[config.mk]
export PLATFORM = sky130hd
export DESIGN_NAME = servant_sleep_ctrl
export DESIGN_NICKNAME = d
export VERILOG_FILES = /design/src/rtl/servant_sleep_ctrl.sv
export SDC_FILE = /design/constraint.sdc
export NUM_CORES = 1
export LEC_CHECK = 0
export ABC_CLOCK_PERIOD_IN_PS = 1800
export BUFFER_PORTS_ARGS = -buffer_cell sky130_fd_sc_hd__buf_2
export CAP_MARGIN = 20
export CORE_MARGIN = 8
export CORE_UTILIZATION = 50
export CTS_CLUSTER_SIZE = 12
export DETAILED_ROUTE_END_ITERATION = 7
export PLACE_DENSITY = 0.73
export SYNTH_ARGS = -nofsm -noshare
export SYNTH_HDL_FRONTEND = slang
export SYNTH_SLANG_ARGS = --single-unit
export TNS_END_PERCENT = 100
[constraint.sdc]
create_clock -name i_clk -period 1.8 [get_ports i_clk]
set_input_delay 0.09 -clock i_clk [delete_from_list [all_inputs] [get_ports i_clk]]
set_output_delay 0.09 -clock i_clk [all_outputs]
set_load 0.005 [all_outputs]
[src/rtl/servant_sleep_ctrl.sv]
// Sleep/wake sequencer for the servant core.
// Takes the core's sleep request, waits for the Wishbone bus to go idle, and
// then drops a registered enable for an external glitch-free clock gate.
// A synchronised external IRQ edge or a timer IRQ level restores the clock,
// and the core gets a one-cycle wake pulse.
// Runs entirely on the ungated i_clk.
module servant_sleep_ctrl #(
  parameter int unsigned DRAIN_CYCLES = 2,
  parameter int unsigned WAKE_CYCLES  = 2
) (
  input  logic        i_clk,
  input  logic        i_rst,
  input  logic        i_sleep_req,
  input  logic        i_wb_cyc,
  input  logic        i_ext_irq,
  input  logic        i_timer_irq,
  output logic        o_clk_en,
  output logic        o_wakeup_req,
  output logic        o_sleeping,
  output logic [15:0] o_wake_count
);

  localparam logic [1:0] StRun   = 2'd0;
  localparam logic [1:0] StDrain = 2'd1;
  localparam logic [1:0] StSleep = 2'd2;
  localparam logic [1:0] StWake  = 2'd3;

  localparam logic [7:0] DrainLoad = 8'(DRAIN_CYCLES);
  // The WAKE state leaves on the edge where the counter is already zero.
  localparam logic [7:0] WakeLoad  = 8'(WAKE_CYCLES - 1);

  logic [1:0]  state_q, state_d;
  logic [7:0]  cnt_q, cnt_d;
  logic        clk_en_q, clk_en_d;
  logic        wakeup_q, wakeup_d;
  logic        sleeping_q, sleeping_d;
  logic [15:0] wake_count_q, wake_count_d;
  logic        s1_q, s2_q, s3_q;
  logic        sleep_prev_q;

  logic ext_rise;
  logic wake_evt;
  logic sleep_rise;

  assign ext_rise   = s2_q & ~s3_q;
  assign wake_evt   = ext_rise | i_timer_irq;
  assign sleep_rise = i_sleep_req & ~sleep_prev_q;

  // Next-state logic for the sleep/wake sequence.
  always_comb begin
    state_d      = state_q;
    cnt_d        = cnt_q;
    clk_en_d     = clk_en_q;
    sleeping_d   = sleeping_q;
    wakeup_d     = 1'b0;
    wake_count_d = wake_count_q;
    case (state_q)
      StRun: begin
        clk_en_d   = 1'b1;
        sleeping_d = 1'b0;
        if (sleep_rise) begin
          if (wake_evt) begin
            // Immediate refusal: tell the core to carry on.
            wakeup_d = 1'b1;
          end else begin
            state_d = StDrain;
            cnt_d   = DrainLoad;
          end
        end
      end
      StDrain: begin
        if (wake_evt) begin
          state_d  = StRun;
          wakeup_d = 1'b1;
        end else if (i_wb_cyc) begin
          // Idle cycles must be consecutive.
          cnt_d = DrainLoad;
        end else if (cnt_q == 8'd0) begin
          state_d    = StSleep;
          clk_en_d   = 1'b0;
          sleeping_d = 1'b1;
        end else begin
          cnt_d = cnt_q - 8'd1;
        end
      end
      StSleep: begin
        if (wake_evt) begin
          state_d    = StWake;
          clk_en_d   = 1'b1;
          sleeping_d = 1'b0;
          cnt_d      = WakeLoad;
        end
      end
      StWake: begin
        if (cnt_q == 8'd0) begin
          state_d      = StRun;
          wakeup_d     = 1'b1;
          wake_count_d = wake_count_q + 16'd1;
        end else begin
          cnt_d = cnt_q - 8'd1;
        end
      end
      default: begin
        state_d    = StRun;
        clk_en_d   = 1'b1;
        sleeping_d = 1'b0;
      end
    endcase
  end

  // State, outputs, IRQ synchroniser and sleep edge register.
  always_ff @(posedge i_clk) begin
    if (i_rst) begin
      state_q      <= StRun;
      cnt_q        <= 8'd0;
      clk_en_q     <= 1'b1;
      wakeup_q     <= 1'b0;
      sleeping_q   <= 1'b0;
      wake_count_q <= 16'd0;
      s1_q         <= 1'b0;
      s2_q         <= 1'b0;
      s3_q         <= 1'b0;
      sleep_prev_q <= 1'b0;
    end else begin
      state_q      <= state_d;
      cnt_q        <= cnt_d;
      clk_en_q     <= clk_en_d;
      wakeup_q     <= wakeup_d;
      sleeping_q   <= sleeping_d;
      wake_count_q <= wake_count_d;
      s1_q         <= i_ext_irq;
      s2_q         <= s1_q;
      s3_q         <= s2_q;
      sleep_prev_q <= i_sleep_req;
    end
  end

  assign o_clk_en     = clk_en_q;
  assign o_wakeup_req = wakeup_q;
  assign o_sleeping   = sleeping_q;
  assign o_wake_count = wake_count_q;

endmodule

-- Word-level counts from Yosys, hierarchy flattened
Index checks and enable logic that the tools add are counted.
- bits in registers: 33
- $add $sub $neg: 2
- equal/unequal tests: 12
- muxes and demuxes: 29
- bitwise operators: 5
- reduce and logical (&&, ||, !) cells: 7
- operators by type and width (operator ; number):
    8-bit two-way mux ; 6
    8-bit one-hot mux with 4 select lines ; 1
    16-bit by 1-bit adder with 16-bit output (second input constant) ; 1
    2-bit two-way mux ; 7
    2-bit != test (second input constant) ; 7
    1-bit two-way mux ; 11
    1-bit one-hot mux with 3 select lines ; 3
    8-bit logical NOT ; 1
    2-bit one-hot mux with 4 select lines ; 1
    8-bit by 1-bit subtractor with 8-bit output (second input constant) ; 1
    3-bit != test (second input constant) ; 2
    6-bit AND reduction ; 1
    5-bit AND reduction ; 1
    2-bit == test (second input constant) ; 2
    4-bit AND reduction ; 1
    3-bit nonzero test ; 1
    1-bit bitwise AND ; 2
    2-bit by 1-bit == test with 1-bit output (second input constant) ; 1
    2-bit logical NOT ; 1
    1-bit inverter ; 2
    2-bit AND reduction ; 1
    1-bit bitwise OR ; 1

-- Logic depth before layout (Yosys ltp)
Gate-level depths: netlist of the first run.
- depth after elaboration: 6
- gate-level depth with buffers: 8
- mapped depth without buffers: 7

-- Worst setup path after synthesis of the first run
No wires, ideal clock.
- path kind: reg2reg
- start: register cnt_q[0]
- end: register wake_count_q[15], in the netlist o_wake_count[15]
- setup time: 0.070 ns
- arrival: 1.848 ns
- data required time: 1.730 ns
- slack: -0.118 ns
- stages on the path, launching flop included: 8
- buffers on the path: 0
- clock period less this slack: 1.918 ns
- path through: dfxtp_1 > inv_1 > ha_1 > nor3b_1 > nand4_2 > or3_1 > or3_1 > a21oi_1
- word-level cells in the longest chain between the ends: 2
- ends and longest elaborated chain (item ; line ; RTL):
    from (decl) ; 33 ; logic [7:0] cnt_q, cnt_d;
    from (signal assigned) ; 126 ; cnt_q <= cnt_d;
    8-bit logical NOT ; 95 ; if (cnt_q == 8'd0) begin
    2-bit AND reduction (no source line) ; n/a ;
    to (signal assigned) ; 130 ; wake_count_q <= wake_count_d;
    to (decl) ; 37 ; logic [15:0] wake_count_q, wake_count_d;
Every way passes these cells.
A chain may end at the register's enable or synchronous reset.

-- Final worst setup path of the first run
- start: register cnt_q[1]
- end: register wake_count_q[15], in the netlist o_wake_count[15]
Same word-level chain as after synthesis.

==> results of run 1 <==
==> power by group <==
group / total (uW) / internal, uW / leakage [uW] / switching, uW
sequential: 753 / 743 / 0.000268 / 10.0
clock: 406 / 147 / 0.0000310 / 259
combinational: 203 / 94.2 / 0.000476 / 108
==> cells in the final DEF, fill, tap and decap left out, drive strengths merged, types with 6 or more instances in the layout <==
cell / instances
dfxtp: 33
nor2b: 8
nor3: 14
nor2: 18
inv: 6
buf: 40
xnor2: 10
a21oi: 14
nand2: 15
o21ai: 11
==> final cells by class <==
class,instances,area (um2),area share [%]
multi-input cells,142,935,47.2
flip-flops and latches,33,663,33.5
repair buffers,41,250,12.6
well taps,44,55.1,2.78
clock buffers,5,37.5,1.90
inverters,6,22.5,1.14
clock inverters,3,17.5,0.884
==> cell families (layout without fill, tap and decap cells) <==
kind of cell             Yosys count  count (layout)  synth area share [%]
AND/OR/NAND/NOR                   88              88                  30.8
AO/OA/AOI/OAI                     37              37                  13.7
flip-flops                        33              33                  41.5
buffers and inverters             16              55                  3.85
XOR/XNOR                          13              13                  7.16
adder cells (fa/ha/maj)            3               3                  2.36
multiplexers                       1               1                 0.629
==> routing by layer <==
metal / track usage, % / vias up
met3: 3.58 / 12
met4: 8.67 / 0
met2: 26.3 / 35
li1: - / 742
met5: 0 / -
met1: 16.5 / 707
==> worst paths after layout <==
kind / start / to / cells after the start
min: i_sleep_req / sleep_prev_q$_SDFF_PP0_ / 2
max: cnt_q[1]$_SDFFE_PP0P_ / o_wake_count[15]$_SDFFE_PP0P_ / 7
max reg2reg: cnt_q[1]$_SDFFE_PP0P_ / o_wake_count[15]$_SDFFE_PP0P_ / 7
min reg2reg: s2_q$_SDFF_PP0_ / s3_q$_SDFF_PP0_ / 1
==> registers in the layout, summed over array words and instances, names as in the netlist, named ones only <==
register      cells
o_wakeup_req      1
s3_q              1
o_sleeping        1
sleep_prev_q      1
s2_q              1
cnt_q             8
state_q           1
o_clk_en          1
s1_q              1
o_wake_count     16
==> critical path, stage by stage (launching register included) <==
cell	delay (ns)
dfxtp_2	0.34
inv_2	0.07
ha_4	0.13
nor3b_4	0.21
nand4_2	0.13
or3_1	0.39
or3_1	0.37
a21oi_1	0.12
==> per-stage QoR <==
stage / hold WS, ns / power (uW)
floorplan: 0.218 / 876
global placement: 0.301 / 939
detailed placement: 0.325 / 949
CTS: 0.00941 / 1360
global route: 0.0169 / 1430
finish: 0.0216 / 1360
==> what timing repair did <==
| item | 4_1_cts | 5_1_grt |
|---|---|---|
| hold buffers | 1 | 0 |
| endpoints found under the setup margin | 2 | 12 |
| resized for setup | 4 | 13 |
| pin swaps | 2 | 7 |
| hold endpoints to repair | 1 | 0 |
| gates cloned | 0 | 0 |
| buffers inserted | 0 | 1 |
==> results.md, run 1 <==
* Routed length per instance at 13.8 um
* Io pins at 25
* Number of enable flip-flop cells after synthesis at 0
* Met2 Wirelength at 1870 um
* Dpl hpwl at 2830 um
* Wl on met1 at 1680 um
* Initial DRC Count at 115
* Outcome: finished, violations left
* Highest Clock Rate at 552 MHz
* Ys async rst share at 0%
* DRT Wirelength at 3790 um
* Clock latency on the worst-skew pair at 0.34 ns
* Slew HR at 58.4%
* Final ANT Viol Nets at 0
* Post-synth top cells: dfxtp_1, nor2_1, nand2_1, a21oi_1, nor3_1
* Yosys top cell area share at 41.5%
* Clock Path Buffers at 2
* Final worst slack at -0.0123 ns
* DIE WIDTH at 72.4 um
* Top cells by area, synth: dfxtp_1, xnor2_1, a21oi_1, nor3_1, nor2_1
* Vias per cell at 5.46
* Critical Path Fanout Max at 2
* Vias in the first global route at 1540
* DR top layer: met4
* Tot GR Track Use at 15.2%
* Top FF cell, synth: dfxtp_1
* Worst vdd ir at 425 uV
* Ant. Diodes at 0
* RSZ-0062 raised after global routing: true
* Capturing element type of the critical path: register
* Yosys warns at 0
* TritonCTS clock tree: done
* Root buf cell: clkbuf_4
* CP Data Arrival Time at 2.09 ns
* Gpl congestion at 0.834
* Routed vias at 1496
* Effective utilization at floorplan at 52.5%
* Max-cap violations at 0
* Final Hold Viols at 0
* Crit Path Class: register to register
* Die H at 72.4 um
* HP Class: input port to register
* Core ar. at 0.00303 mm2
* Reg clk slew, reported paths at 0.11 ns
* CTS HTree Levels at 2
* Setup-failing EPs final at 1
* Clock sink count at 33
* Yosys cell types at 39
* Pins Over Slew Limit at 0
* Post-synth top area cell: dfxtp_1
* Startpoint Class: register
* Placed cells at 264
* Setup slack, reg-to-reg at -0.01 ns
* Mapped Area at 0.00159 mm2
* Final Cycle Share at 101%
* Total CTS buffers at 5
* Layout cells sized above 1 at 28.7%
* Met3 wire length at 139 um
* DR DRC count at 0
* Dpl ws at -0.0505 ns
* Synthesized area per cell at 8.33 um2
* FP Rows at 20
* Drt pass-1 iters at 5
* CP required at 2.08 ns
* Count leader, synth: dfxtp_1
* Nets@finish at 238
* Tightest Pin Transition at 0.618 ns
* Placed cell area at 0.00185 mm2
* Failing checks: setup timing
* Syn nets at 200
* Largest net degree at the start of global routing at 25
* Total gr overflow at 0
* Skew final at 0.00797 ns
* Util after Layout at 65.4%
* Die area at 0.00524 mm2
* I/O Buffers at 24
* Initial antenna violation count at 0
* Post-route design area at 0.00198 mm2
* Final cell count without fillers at 274
* Cell Pwr Density at 687 mW/mm2
* FILL cells at 268
* Leakage power at 0.000775 uW
* Area Overhead vs Synth at 24.5%
* Final min period at 1.81 ns
* Post-synthesis sequential area ratio at 41.5%
* First-pass GRT wire length at 6430 um
* Cells after synthesis at 191
* Flops & latches, synth at 33
* Sum of negative setup slack at -0.0123 ns
Power figures use the tool's default switching activity.
==> inputs of run 2 (changes only) <==
--- a/config.mk
+++ b/config.mk
@@ -5,11 +5,12 @@
 export SDC_FILE = /design/constraint.sdc
 export NUM_CORES = 1
 export LEC_CHECK = 0
-export ABC_CLOCK_PERIOD_IN_PS = 1800
+export ABC_CLOCK_PERIOD_IN_PS = 1600
 export BUFFER_PORTS_ARGS = -buffer_cell sky130_fd_sc_hd__buf_2
 export CAP_MARGIN = 20
 export CORE_MARGIN = 8
 export CORE_UTILIZATION = 50
+export CTS_CLUSTER_DIAMETER = 60
 export CTS_CLUSTER_SIZE = 12
 export DETAILED_ROUTE_END_ITERATION = 7
 export PLACE_DENSITY = 0.73
==> constraint.sdc (replaced) <==
create_clock -name i_clk -period 1.6 [get_ports i_clk]
set_input_delay 0.08 -clock i_clk [delete_from_list [all_inputs] [get_ports i_clk]]
set_output_delay 0.08 -clock i_clk [all_outputs]
set_load 0.005 [all_outputs]
==> run 2 against run 1 <==
Effect of this change: worst setup slack got worse by 0.17 ns; clock power increased by 67%; flip-flop and latch count did not move; largest cell class unchanged; total power up 35%; non-clock buffer count grew 24; critical path depth increased by 1; the run still ends with setup timing left.
==> results.md, run 2 (synthesis gave the netlist of run 1 again) <==
* TritonCTS clock tree: done
* Met2 Wirelength at 2410 um
* Die area at 0.00524 mm2
* FILL cells at 189
* Outcome: finished, violations left
* Leakage power at 0.00107 uW
* Area Overhead vs Synth at 50.9%
* Skew final at 0.00625 ns
* Reg clk slew, reported paths at 0.11 ns
* RSZ-0062 raised after global routing: true
* Effective utilization at floorplan at 52.5%
* Clock Path Buffers at 2
* Capturing element type of the critical path: register
* Vias in the first global route at 1595
* Nets@finish at 262
* I/O Buffers at 24
* Io pins at 25
* Critical Path Fanout Max at 6
* Routed vias at 1619
* CP required at 1.89 ns
* Crit Path Class: register to register
* CP Data Arrival Time at 2.07 ns
* First-pass GRT wire length at 7370 um
* Clock latency on the worst-skew pair at 0.35 ns
* Most frequent cells in the layout: dfxtp_1, buf_4, buf_2, nor2_1, nand2_1
* Total gr overflow at 0
* Gpl congestion at 0.794
* Highest Clock Rate at 562 MHz
* Number of flip-flops in the largest register at 16
* Placed cells at 279
* FP Rows at 20
* Ant. Diodes at 0
* Routed length per instance at 15.5 um
* DIE WIDTH at 72.4 um
* Cell Pwr Density at 764 mW/mm2
* DR top layer: met4
* Tightest Pin Transition at 0.591 ns
* Max-cap violations at 0
* Met3 wire length at 191 um
* Startpoint Class: register
* Wl on met1 at 1900 um
* Largest net degree at the start of global routing at 28
* Final Hold Viols at 0
* Core ar. at 0.00303 mm2
* Layout cells sized above 1 at 42.5%
* Total CTS buffers at 5
* Drt pass-1 iters at 4
* DR DRC count at 0
* Die H at 72.4 um
* Final min period at 1.78 ns
* Pins Over Slew Limit at 0
* CTS HTree Levels at 2
* Slew HR at 60.2%
* Dpl hpwl at 2960 um
* Final worst slack at -0.180 ns
* Worst vdd ir at 631 uV
* Final cell count without fillers at 298
* Setup-failing EPs final at 23
* Setup slack, reg-to-reg at -0.18 ns
* Root buf cell: clkbuf_4
* Dpl ws at -0.174 ns
* HP Class: input port to register
* Final Cycle Share at 111%
* Initial DRC Count at 69
* Initial antenna violation count at 0
* Tot GR Track Use at 18.0%
* Clock sink count at 33
* Vias per cell at 5.43
* Final ANT Viol Nets at 0
* Failing checks: setup timing
* DRT Wirelength at 4630 um
-- run 2: cell count changes in the layout (fill, tap and decap cells not counted), sizes merged --
cell,change
buf,+23
clkinv,-2
bufinv,+1
clkbuf,+1
dlygate4sd3,+1
-- run 2: stage by stage --
stage | power (uW) | instance area, um2 | hold WS, ns | util (%) | TNS (ns)
global route | 1910 | 2400 | 0.141 | 79.3 | -3.50
global placement | 1090 | 2020 | 0.296 | 66.8 | -0.0921
floorplan | 1000 | 1650 | 0.208 | - | -0.105
CTS | 1780 | 2300 | 0.102 | 75.8 | -1.18
detailed placement | 1100 | 2020 | 0.314 | 66.8 | -0.630
finish | 1830 | 2400 | 0.107 | 79.3 | -1.51
-- run 2: power breakdown --
group	internal [uW]	total, uW	switching [uW]
Combinational	153	310	157
Sequential	836	848	11.6
Clock	371	676	305
-- run 2: path summary, 6_finish.rpt --
check        depth (start not counted)                  start                       to
min reg2reg                          1        s1_q$_SDFF_PP0_          s2_q$_SDFF_PP0_
min                                  4            i_timer_irq  o_sleeping$_SDFFE_PP0P_
max reg2reg                          8  cnt_q[1]$_SDFFE_PP0P_    cnt_q[6]$_SDFFE_PP0P_
max                                  8  cnt_q[1]$_SDFFE_PP0P_    cnt_q[6]$_SDFFE_PP0P_
-- run 2: cell type report --
class | count | area, um2 | area share, %
clock buffer | 6 | 51.3 | 2.14
clock inverter | 2 | 37.5 | 1.56
inverter | 6 | 22.5 | 0.938
multi-input combinational | 142 | 1090 | 45.4
sequential | 33 | 663 | 27.6
tap | 44 | 55.1 | 2.29
timing repair buffer | 65 | 480 | 20.0
-- run 2: worst max-delay path: stages, from the launching register on --
cell       delay (ns)
dfxtp_2          0.36
inv_2            0.05
ha_4             0.14
nor3b_4          0.15
buf_6            0.13
nand2_4          0.07
o2111ai_4        0.17
or4_4            0.58
o21ai_2          0.07
-- run 2: layer usage --
layer	vias up	GRT usage (%)
met5	-	0
met4	0	9.56
met3	15	5.51
met2	39	30.1
met1	775	20.0
li1	790	-
-- run 2: repair_timing --
item / CTS / global route
endpoints found under the hold margin: 2 / 0
resized for setup: 27 / 23
setup endpoints to repair: 17 / 27
gates cloned: 1 / 0
setup buffers: 4 / 4
pin swaps: 20 / 20
hold buffers: 2 / 0
==> inputs of run 3 (changes only) <==
--- a/config.mk
+++ b/config.mk
@@ -5,6 +5,7 @@
 export SDC_FILE = /design/constraint.sdc
 export NUM_CORES = 1
 export LEC_CHECK = 0
+export ABC_AREA = 1
 export ABC_CLOCK_PERIOD_IN_PS = 1600
 export BUFFER_PORTS_ARGS = -buffer_cell sky130_fd_sc_hd__buf_2
 export CAP_MARGIN = 20
@@ -13,7 +14,7 @@
 export CTS_CLUSTER_DIAMETER = 60
 export CTS_CLUSTER_SIZE = 12
 export DETAILED_ROUTE_END_ITERATION = 7
-export PLACE_DENSITY = 0.73
+export PLACE_DENSITY = 0.72
 export SYNTH_ARGS = -nofsm -noshare
 export SYNTH_HDL_FRONTEND = slang
 export SYNTH_SLANG_ARGS = --single-unit
==> run 3 against run 2 <==
Effect of this change: sequential power increased by 2.8%; die area increased by 6.2%; clock power decreased by 27%; fmax increased by 17%; critical endpoint is now o_wake_count[4]$_SDFFE_PP0P_; largest power group unchanged; flip-flop and latch count unchanged; largest cell class unchanged; clock-buffer cell count unchanged; highest routed layer unchanged; core utilization decreased by 16 points; critical path type unchanged; final cell count increased by 16%; the flow now finishes without violations; critical path depth increased by 1.
==> results.md, run 3 <==
* Pins Over Slew Limit at 0
* Die area at 0.00556 mm2
* Highest Clock Rate at 656 MHz
* Most frequent cells in the layout: nand2_1, nor2_1, inv_1, dfxtp_1, buf_2
* Leakage power at 0.000973 uW
* CTS HTree Levels at 2
* Final min period at 1.52 ns
* Yosys top cell area share at 38.5%
* FILL cells at 336
* Switching part of the total at 30.3%
* Drt pass-1 iters at 4
* Count leader, synth: nand2_1
* Io pins at 25
* Slew HR at 77.6%
* Tightest Pin Transition at 0.333 ns
* Largest net degree at the start of global routing at 19
* Layout cells sized above 1 at 23.1%
* Nets@finish at 308
* Reg clk slew, reported paths at 0.11 ns
* DIE WIDTH at 74.6 um
* I/O Buffers at 24
* Yosys warns at 0
* Most common cell after layout, fill and taps aside: nand2_1
* Comb pwr share at 19.9%
* HP Class: input port to register
* Max-cap violations at 0
* Syn nets at 268
* Post-synth top cells: nand2_1, nor2_1, dfxtp_1, inv_1, nand3_1
* Crit. Startpoint: cnt_q[1]$_SDFFE_PP0P_
* Setup slack, reg-to-reg at 0.08 ns
* CP required at 1.85 ns
* Gpl congestion at 0.862
* Top FF cell, synth: dfxtp_1
* Total gr overflow at 0
* Die H at 74.6 um
* Root buf cell: clkbuf_4
* Final worst slack at 0.0764 ns
* Number of flip-flops in the largest register at 16
* Vias per cell at 4.88
* Final Hold Viols at 0
* Final cell count without fillers at 345
* Ant. Diodes at 0
* Capturing element type of the critical path: register
* Top cells by area, synth: dfxtp_1, nand2_1, nor2_1, inv_1, nand3_1
* Initial antenna violation count at 0
* Multi-input logic area at 951 um2
* DRT Wirelength at 3930 um
* Clock latency on the worst-skew pair at 0.34 ns
* Flop pwr share at 51.1%
* Outcome: complete, no violations
* FP Rows at 21
* Reg2reg end: o_wake_count[4]$_SDFFE_PP0P_
* CP Data Arrival Time at 1.77 ns
* Skew final at 0.0130 ns
* Area Overhead vs Synth at 22.4%
* Worst vdd ir at 501 uV
* Synthesized area per cell at 6.63 um2
* Flops & latches, synth at 33
* Dpl hpwl at 2800 um
* Vias in the first global route at 1494
* Register area at 664 um2
* Number of enable flip-flop cells after synthesis at 0
* Reg2Reg Depth at 9
* Ys async rst share at 0%
* Cell Pwr Density at 812 mW/mm2
* Worst r2r src: cnt_q[1]$_SDFFE_PP0P_
* Dpl ws at 0.00308 ns
* Mapped Area at 0.00172 mm2
* Cells after synthesis at 259
* Crit Path Class: register to register
* Startpoint Class: register
* Routed length per instance at 11.4 um
* Total CTS buffers at 5
* Sum of negative setup slack at 0 ns
* P_sw at 517 uW
* Clk pwr share at 29.0%
* Critical Path End: o_wake_count[4]$_SDFFE_PP0P_
* Pint at 1190 uW
* Tot GR Track Use at 14.7%
* Clock sink count at 33
* Placed cells at 333
* Core ar. at 0.00331 mm2
* Hold Path Stages at 3
* Final ANT Viol Nets at 0
* Yosys cell types at 27
* Clock Path Buffers at 2
* Post-synth top area cell: dfxtp_1
* Post-synthesis sequential area ratio at 38.5%
* Hold Worst Slack at 0.129 ns
* Final Cycle Share at 95.2%
* Util after Layout at 63.5%
* DR DRC count at 0
* Routed vias at 1682
* Initial DRC Count at 70
* First-pass GRT wire length at 6460 um
* TritonCTS clock tree: done
* Effective utilization at floorplan at 51.9%
* Critical Path Fanout Max at 5
* Setup-failing EPs final at 0
* RSZ-0062 raised after global routing: true
[run 3: worst min path at each step]
stage	start	end	slack [ns]
final	i_rst	o_clk_en$_SDFFE_PP1P_	0.13
after global routing	i_rst	o_clk_en$_SDFFE_PP1P_	0.14
after CTS	i_rst	o_clk_en$_SDFFE_PP1P_	0.12
after detailed placement	i_ext_irq	s1_q$_SDFF_PP0_	0.29
after global placement	i_ext_irq	s1_q$_SDFF_PP0_	0.28
after floorplan	i_ext_irq	s1_q$_SDFF_PP0_	0.19
[run 3: power by group through the flow]
stage / logic (uW) / registers, uW / clock network (uW)
after global placement: 304 / 888 / 0
final: 341 / 872 / 495
after global routing: 387 / 878 / 549
after floorplan: 232 / 885 / 0
after detailed placement: 307 / 888 / 0
after CTS: 323 / 870 / 513
[run 3: layout make-up]
class / count / area share [%]
Clock buffer: 6 / 2.44
Clock inverter: 1 / 0.357
Inverter: 35 / 6.49
Multi-Input combinational cell: 186 / 45.2
Sequential cell: 33 / 31.6
Tap cell: 46 / 2.74
Timing Repair Buffer: 38 / 11.1
[run 3: layer usage]
layer	wire [um]	global-route usage [%]	up-vias	share of wire [%]
li1	-	-	894	-
met1	1870	19.0	752	48
met2	1800	22.2	31	46
met3	224	4.85	5	5.7
met4	38	5.22	0	0.97
met5	0	0	-	0
[run 3: repair_timing]
item | CTS | global route
buffers inserted | 1 | 2
hold buffers | 2 | 0
hold endpoints to repair | 2 | 0
pin swaps | 2 | 7
endpoints found under the setup margin | 2 | 17
resized for setup | 0 | 21
[run 3: stage by stage]
| stage | instance area (um2) | power (uW) |
|---|---|---|
| floorplan | 1720 | 1120 |
| global placement | 1930 | 1190 |
| detailed placement | 1930 | 1200 |
| CTS | 2010 | 1710 |
| global route | 2100 | 1810 |
| finish | 2100 | 1710 |
[run 3: logic make-up (layout without fill, tap and decap cells)]
group	Yosys count	in the layout	share of synthesized area [%]
flops	33	33	38.5
xor+xnor	4	4	2.04
compound gates	28	28	8.89
buf+inv	40	80	9.62
fa+ha+maj	3	3	2.19
simple gates	151	151	38.8
[run 3: critical path, cell delays in order, from the launching register on]
cell and delay, ns:
dfxtp_2 0.33, inv_1 0.07, ha_1 0.16, nand3_2 0.11, nor2_4 0.15, nand2_4 0.11
buf_4 0.18, nor3_4 0.12, o21ai_0 0.09, o21a_1 0.10
